--- src/rtl/ifu_pkg.sv ---
// ifu_pkg: shared IFU constants, FSM state encoding, cache way record and PLRU strobe bundle
package ifu_pkg;
  localparam int WAYS_NUM  = 16;
  localparam int WAY_IDX_W = $clog2(WAYS_NUM);
  localparam int ADDR_W    = 32;
  localparam int LINE_W    = 128;
  localparam int OFFSET_W  = 4;
  localparam int TAG_W     = ADDR_W - OFFSET_W;
  typedef struct packed {
    logic update_tree;
    logic update_counter;
  } t_cache_ctrl2_plru;
  typedef enum logic [2:0] {IDLE, LOOKUP, MISS_REQ, MISS_WAIT, FILL_RSP} t_ifu_state;
  typedef struct packed {
    logic              valid;
    logic [TAG_W-1:0]  tag;
    logic [LINE_W-1:0] data;
  } t_cache_way;
endpackage

--- src/rtl/ifu_tag_cmp.sv ---
// ifu_tag_cmp: combinational tag/valid compare across all ways (tag,valid,tags in; match one-hot, hit, binary idx out)
module ifu_tag_cmp
  import ifu_pkg::*;
(
  input  logic [TAG_W-1:0]                tag,
  input  logic [WAYS_NUM-1:0]             valid,
  input  logic [WAYS_NUM-1:0][TAG_W-1:0]  tags,
  output logic [WAYS_NUM-1:0]             match,
  output logic                            hit,
  output logic [WAY_IDX_W-1:0]            idx
);
  always_comb begin
    idx = '0;
    for (int i = 0; i < WAYS_NUM; i++) begin
      match[i] = valid[i] && tags[i] == tag;
      idx      = idx | (match[i] ? WAY_IDX_W'(i) : '0);
    end
    hit = |match;
  end
endmodule

--- src/rtl/ifu_cache_ctrl.sv ---
// ifu_cache_ctrl: fully associative I-cache controller (fetch req/rsp, memory line fill, PLRU strobes/victim)
module ifu_cache_ctrl
  import ifu_pkg::*;
(
  input  logic                  clk,
  input  logic                  rst,
  input  logic                  fetch_req_valid,
  input  logic [ADDR_W-1:0]     fetch_req_addr,
  output logic                  fetch_req_ready,
  output logic                  fetch_rsp_valid,
  output logic [31:0]           fetch_rsp_instr,
  input  logic                  flush,
  output logic                  mem_req_valid,
  output logic [ADDR_W-1:0]     mem_req_addr,
  input  logic                  mem_req_ready,
  input  logic                  mem_rsp_valid,
  input  logic [LINE_W-1:0]     mem_rsp_data,
  output t_cache_ctrl2_plru     cache_ctrl2_plru,
  output logic                  cache_miss,
  output logic [WAY_IDX_W-1:0]  hit_cl,
  input  logic [WAY_IDX_W-1:0]  evicted_cl
);
  t_cache_way                     ways [WAYS_NUM];
  t_ifu_state                     state;
  logic [TAG_W-1:0]               tag_q;
  logic [1:0]                     word_q;
  logic [WAY_IDX_W-1:0]           victim_q;
  logic                           flush_pend;
  logic [WAYS_NUM-1:0]            valid_v;
  logic [WAYS_NUM-1:0][TAG_W-1:0] tags_v;
  logic [WAYS_NUM-1:0]            match;
  logic                           hit;
  logic [WAY_IDX_W-1:0]           hit_idx;
  logic                           accept, flush_n, idle_n;
  logic                           unused;
  assign unused = ^fetch_req_addr[1:0];
  always_comb begin
    for (int i = 0; i < WAYS_NUM; i++) begin
      valid_v[i] = ways[i].valid;
      tags_v[i]  = ways[i].tag;
    end
  end
  // The compare runs on the incoming address at acceptance so that all
  // LOOKUP-cycle outputs can be registered; no way changes between the
  // acceptance edge and LOOKUP, so this equals comparing the latched tag.
  ifu_tag_cmp u_tag_cmp (
    .tag   (fetch_req_addr[ADDR_W-1:OFFSET_W]),
    .valid (valid_v),
    .tags  (tags_v),
    .match (match),
    .hit   (hit),
    .idx   (hit_idx)
  );
  // fetch_req_ready is registered, so it is derived from next-cycle state and flush_pend.
  always_comb begin
    accept  = state == IDLE && fetch_req_valid && fetch_req_ready;
    flush_n = flush || (flush_pend && state != IDLE);
    idle_n  = state == IDLE   ? !accept :
              state == LOOKUP ? !cache_miss : state == FILL_RSP;
  end
  always_ff @(posedge clk) begin
    if (rst) begin
      state            <= IDLE;
      flush_pend       <= 1'b0;
      fetch_req_ready  <= 1'b0;
      fetch_rsp_valid  <= 1'b0;
      fetch_rsp_instr  <= '0;
      mem_req_valid    <= 1'b0;
      mem_req_addr     <= '0;
      cache_ctrl2_plru <= '0;
      cache_miss       <= 1'b0;
      hit_cl           <= '0;
      for (int i = 0; i < WAYS_NUM; i++) ways[i].valid <= 1'b0;
    end else begin
      fetch_rsp_valid  <= 1'b0;
      cache_ctrl2_plru <= '0;
      cache_miss       <= 1'b0;
      hit_cl           <= '0;
      flush_pend       <= flush_n;
      fetch_req_ready  <= idle_n && !flush_n;
      case (state)
        IDLE: begin
          if (flush_pend) begin
            for (int i = 0; i < WAYS_NUM; i++) ways[i].valid <= 1'b0;
          end else if (accept) begin
            tag_q                           <= fetch_req_addr[ADDR_W-1:OFFSET_W];
            word_q                          <= fetch_req_addr[3:2];
            state                           <= LOOKUP;
            cache_miss                      <= !hit;
            cache_ctrl2_plru.update_tree    <= 1'b1;
            cache_ctrl2_plru.update_counter <= !hit && !(&valid_v);
            fetch_rsp_valid                 <= hit;
            hit_cl                          <= hit ? hit_idx : '0;
            if (hit) fetch_rsp_instr <= ways[hit_idx].data[{fetch_req_addr[3:2], 5'd0} +: 32];
          end
        end
        LOOKUP: begin
          if (cache_miss) begin
            victim_q      <= evicted_cl;
            mem_req_valid <= 1'b1;
            mem_req_addr  <= {tag_q, {OFFSET_W{1'b0}}};
            state         <= MISS_REQ;
          end else begin
            state <= IDLE;
          end
        end
        MISS_REQ: begin
          if (mem_req_ready) begin
            mem_req_valid <= 1'b0;
            state         <= MISS_WAIT;
          end
        end
        MISS_WAIT: begin
          if (mem_rsp_valid) begin
            ways[victim_q]  <= {1'b1, tag_q, mem_rsp_data};
            fetch_rsp_valid <= 1'b1;
            fetch_rsp_instr <= mem_rsp_data[{word_q, 5'd0} +: 32];
            state           <= FILL_RSP;
          end
        end
        FILL_RSP: state <= IDLE;
        default:  state <= IDLE;
      endcase
    end
  end
  a_match_onehot: assert property (@(posedge clk) disable iff (rst) $onehot0(match));
endmodule

--- config.mk ---
export PLATFORM = sky130hd
export DESIGN_NAME = ifu_cache_ctrl
export DESIGN_NICKNAME = d
export VERILOG_FILES = /design/src/rtl/ifu_pkg.sv /design/src/rtl/ifu_tag_cmp.sv /design/src/rtl/ifu_cache_ctrl.sv
export SDC_FILE = /design/constraint.sdc
export NUM_CORES = 2
export LEC_CHECK = 0
export ABC_AREA = 1
export BUFFER_PORTS_ARGS = -buffer_cell sky130_fd_sc_hd__buf_2
export CORE_UTILIZATION = 55
export DETAILED_ROUTE_END_ITERATION = 16
export GPL_TIMING_DRIVEN = 1
export PLACE_DENSITY = 0.72
export SYNTH_ARGS = -nofsm -noshare
export SYNTH_HDL_FRONTEND = slang
export SYNTH_HIERARCHICAL = 1
export SYNTH_SLANG_ARGS = --single-unit
--- constraint.sdc ---
create_clock -name clk -period 13.28 [get_ports clk]
set_input_delay 0.664 -clock clk [delete_from_list [all_inputs] [get_ports clk]]
set_output_delay 0.664 -clock clk [all_outputs]
set_load 0.02 [all_outputs]
==> qor.txt <==
status: finished with violations
failing checks: slew limit
asr flop ratio synth: 0%
Pwr Density: 142.8 mW/mm^2
main area contributors after synthesis: edfxtp_1 70%, nand2_1 10%, nand3_1 9.1%, nor2_1 1.7%, dfxtp_1 1.7%
Final HPWL DP: 160,200 um
final WL: 319,700 um
Netlist Area Pre-Place: 0.1081 sq mm
die width: 445.3 um
setup ws final: 6.957 ns
skew final: 0.05280 ns
die height: 445.3 um
Mapped Cells: 9,476
# nets final: 9,722
sequential share of the synthesized area: 71.97%
max_cap viols: 0
max frequency: 158.1 MHz
Hold Crit Class: in -> reg
Worst-path clk slew: 0.06 ns
setup violators final: 0
Final Hold Vio Count: 0
crit path cell chain: buf_2 > inv_2 > o21ai_0 > nor2_1 > nand2_1 > nor2_1 > nand2_1 > nor2_1 > nor2_1 > nand4_1 > clkinv_16 > buf_4 > buf_4 > nand2_1 > nand3_1 > nand3_1 > nand3_1 > nand3_1 > nand3_1 > nand3_1 > a21oi_1
headroom to the max-slew limit: -8.232%
first-pass GRT wire length: 460,400 um
Fin Hold WS: 0.05015 ns
routed vias: 75,890
CP dominant cell by count: nand3_1
Worst EP arrival: 7.20 ns
max-slew violation count: 127
most used flip-flop cell after synthesis: edfxtp_1
Post-synth EDFFs: 2,530
dpl ws: 6.317 ns
Compound-Gate Fraction of Synth Area: 2.267%
first drt pass iteration count: 8
Fill cells: 14,910
Starting Density: 55.42%
Netlist cell types: 38
DRC: 0
cell taking the most area after synthesis: edfxtp_1
number of synthesized register bits: 2,620
total CTS buffers: 277
share of the synthesized area in the top cell type: 70.31%
multiplexer share of the synthesized area: 0.01853%
CP max stage delay: 0.90 ns
die area: 0.1982 sq mm
Post-Synth Simple-Gate Area: 21.31%
measured slew at the worst slew-check pin: 1.623 ns
setup TNS: 0 ns
gpl congestion: 0.9234
Synth warnings: 6
core area: 0.1950 sq mm
CP required: 14.15 ns
RSZ-0062 raised after global routing: no
antenna violation net count after detailed routing: 0
syn avg cell area: 11.40 sq um
crit path capture type: flop
vias in the first global route: 70,570
Crit-path slowest cell: buf_4
Initial DRC Count: 11,450
Post-Synth Adder-Cell Area: 0%
Reg2Reg Setup Slack: 7.39 ns
Avg Vias per Cell: 6.124
area grow syn2layout: 10.61%
worst-case clock buffer depth: 4
largest net degree at the start of global routing: 336
Post-Synth XOR/XNOR Area: 0.4782%
period utilisation layout: 47.61%
largest family of logic cells by synthesized area: simple AND/OR/NAND/NOR gates
Std-Cell Rows: 162
post-CTS setup buffer count: 0
share of layout cells above drive strength 1: 8.136%
H-tree levels: 5
Max Fanout on Critical Path: 335
Port-buffer cells: 237
GRT Util Overall: 31.63%
Root Buffer: clkbuf_16
minimum clock period: 6.323 ns
CP bufs+invs: 5
I/O Pins: 244
leakage: 43.13 nW
cell family with most CP delay: buffers and inverters
Startpoint Class: primary input
initial antenna violation count: 61
Clock Latency Late Sink: 0.94 ns
CP Class: in -> reg
Clock Sinks: 2,620
TritonCTS clock tree: yes
VDD IR max: 135.0 uV
total gr overflow: 0
wire per inst: 25.80 um
-- report_power, final --
group          internal [mW]  switching, mW  leakage [nW]  total, mW
clock network           4.42           3.08          4.21       7.49
logic                 0.0936          0.375          15.5      0.468
registers               9.07         0.0337          23.5       9.10
total                   13.6           3.48          43.1       17.1
-- cell type report --
| cell class | count | area (sq um) | area share (%) |
|---|---|---|---|
| diodes | 32 | 80.08 | 0.06700 |
| clock buffers | 358 | 7606 | 6.364 |
| clock inverters | 104 | 1022 | 0.8553 |
| inverters | 320 | 1270 | 1.063 |
| multi-input cells | 5973 | 26170 | 21.90 |
| flip-flops and latches | 2620 | 77770 | 65.07 |
| well taps | 2624 | 3283 | 2.747 |
| repair buffers | 360 | 2312 | 1.935 |
-- final timing paths --
kind,from,endpoint,depth (start not counted)
min reg2reg,mem_req_addr[14]$_SDFFE_PP0P_,mem_req_addr[14]$_SDFFE_PP0P_,2
max reg2reg,ways[3][147]$_DFFE_PP_,fetch_rsp_instr[5]$_SDFFE_PP0P_,18
max,fetch_req_addr[31],fetch_rsp_instr[5]$_SDFFE_PP0P_,21
min,mem_req_ready,mem_req_valid$_SDFFE_PP0P_,3
-- per-stage QoR --
step                      power, mW  util [%]  area (sq um)  instances
after floorplan               9.458         -        108100       9479
after global placement        9.714     56.80        110800      11890
after detailed placement      9.725     56.80        110800      11890
after CTS                     17.08     61.25        119400      12360
after global routing          17.42     61.28        119500      12380
final                         17.07     61.29        119500      12390
-- what timing repair did --
item | CTS | global route
resized for setup | 0 | 0
hold buffers | 5 | 0
hold endpoints to repair | 6 | 0
-- cells in the final DEF, fill, tap and decap left out, drive strengths merged, types with 3 or more instances in the layout --
cell            n
a21oi          65
buf           355
bufinv         21
clkbuf        358
clkinv         77
clkinvlp        6
conb            4
dfxtp          90
diode          32
dlygate4sd3     5
edfxtp       2530
inv           320
nand2        2967
nand3        1968
nand4           8
nor2          509
nor3            4
o211ai         14
o21ai         303
o22ai          30
o32ai          30
or2             3
xnor2          44
xor2           15
-- cells in the mapped netlist (3+ instances only) --
cell / instances
dfxtp_1: 90
buf_2: 265
buf_6: 35
or2_2: 3
nand4_1: 8
o21ai_0: 274
buf_1: 39
buf_4: 87
o21ai_1: 29
nor2_1: 497
inv_2: 29
xor2_1: 15
a21oi_1: 65
xnor2_1: 44
inv_1: 287
nand3_1: 1967
nor2_2: 12
edfxtp_1: 2530
nand2_1: 2967
o211ai_1: 14
o32ai_1: 30
o22ai_1: 30
nor3_1: 4
clkbuf_1: 138
-- cells by family after synthesis --
| group | Yosys count |
|---|---|
| AO/OA/AOI/OAI | 448 |
| XOR/XNOR | 59 |
| buffers and inverters | 886 |
| AND/OR/NAND/NOR | 5460 |
| multiplexers | 2 |
| flip-flops | 2620 |
| other | 1 |
-- worst min-delay path: stages --
cell	delay, ns
buf_2	0.11
nand2_1	0.06
a31o_2	0.13
-- routing by layer --
| metal | vias to the layer above | GRT usage, % | routed length [um] |
|---|---|---|---|
| met5 | - | 0 | 204 |
| met4 | 30 | 16.33 | 17020 |
| met3 | 919 | 6.178 | 39660 |
| met2 | 5187 | 49.48 | 146800 |
| met1 | 36600 | 42.32 | 116000 |
| li1 | 33150 | - | - |
-- sequential cells by signal, indices dropped and copies added, names as in the netlist, 2 cells and up --
signal,flops
tag_q,28
hit_cl,4
word_q,2
victim_q,4
fetch_rsp_instr,32
cache_ctrl2_plru,2
ways,2512
state,3
mem_req_addr,28
No activity file was read; power rests on OpenSTA's default activity.
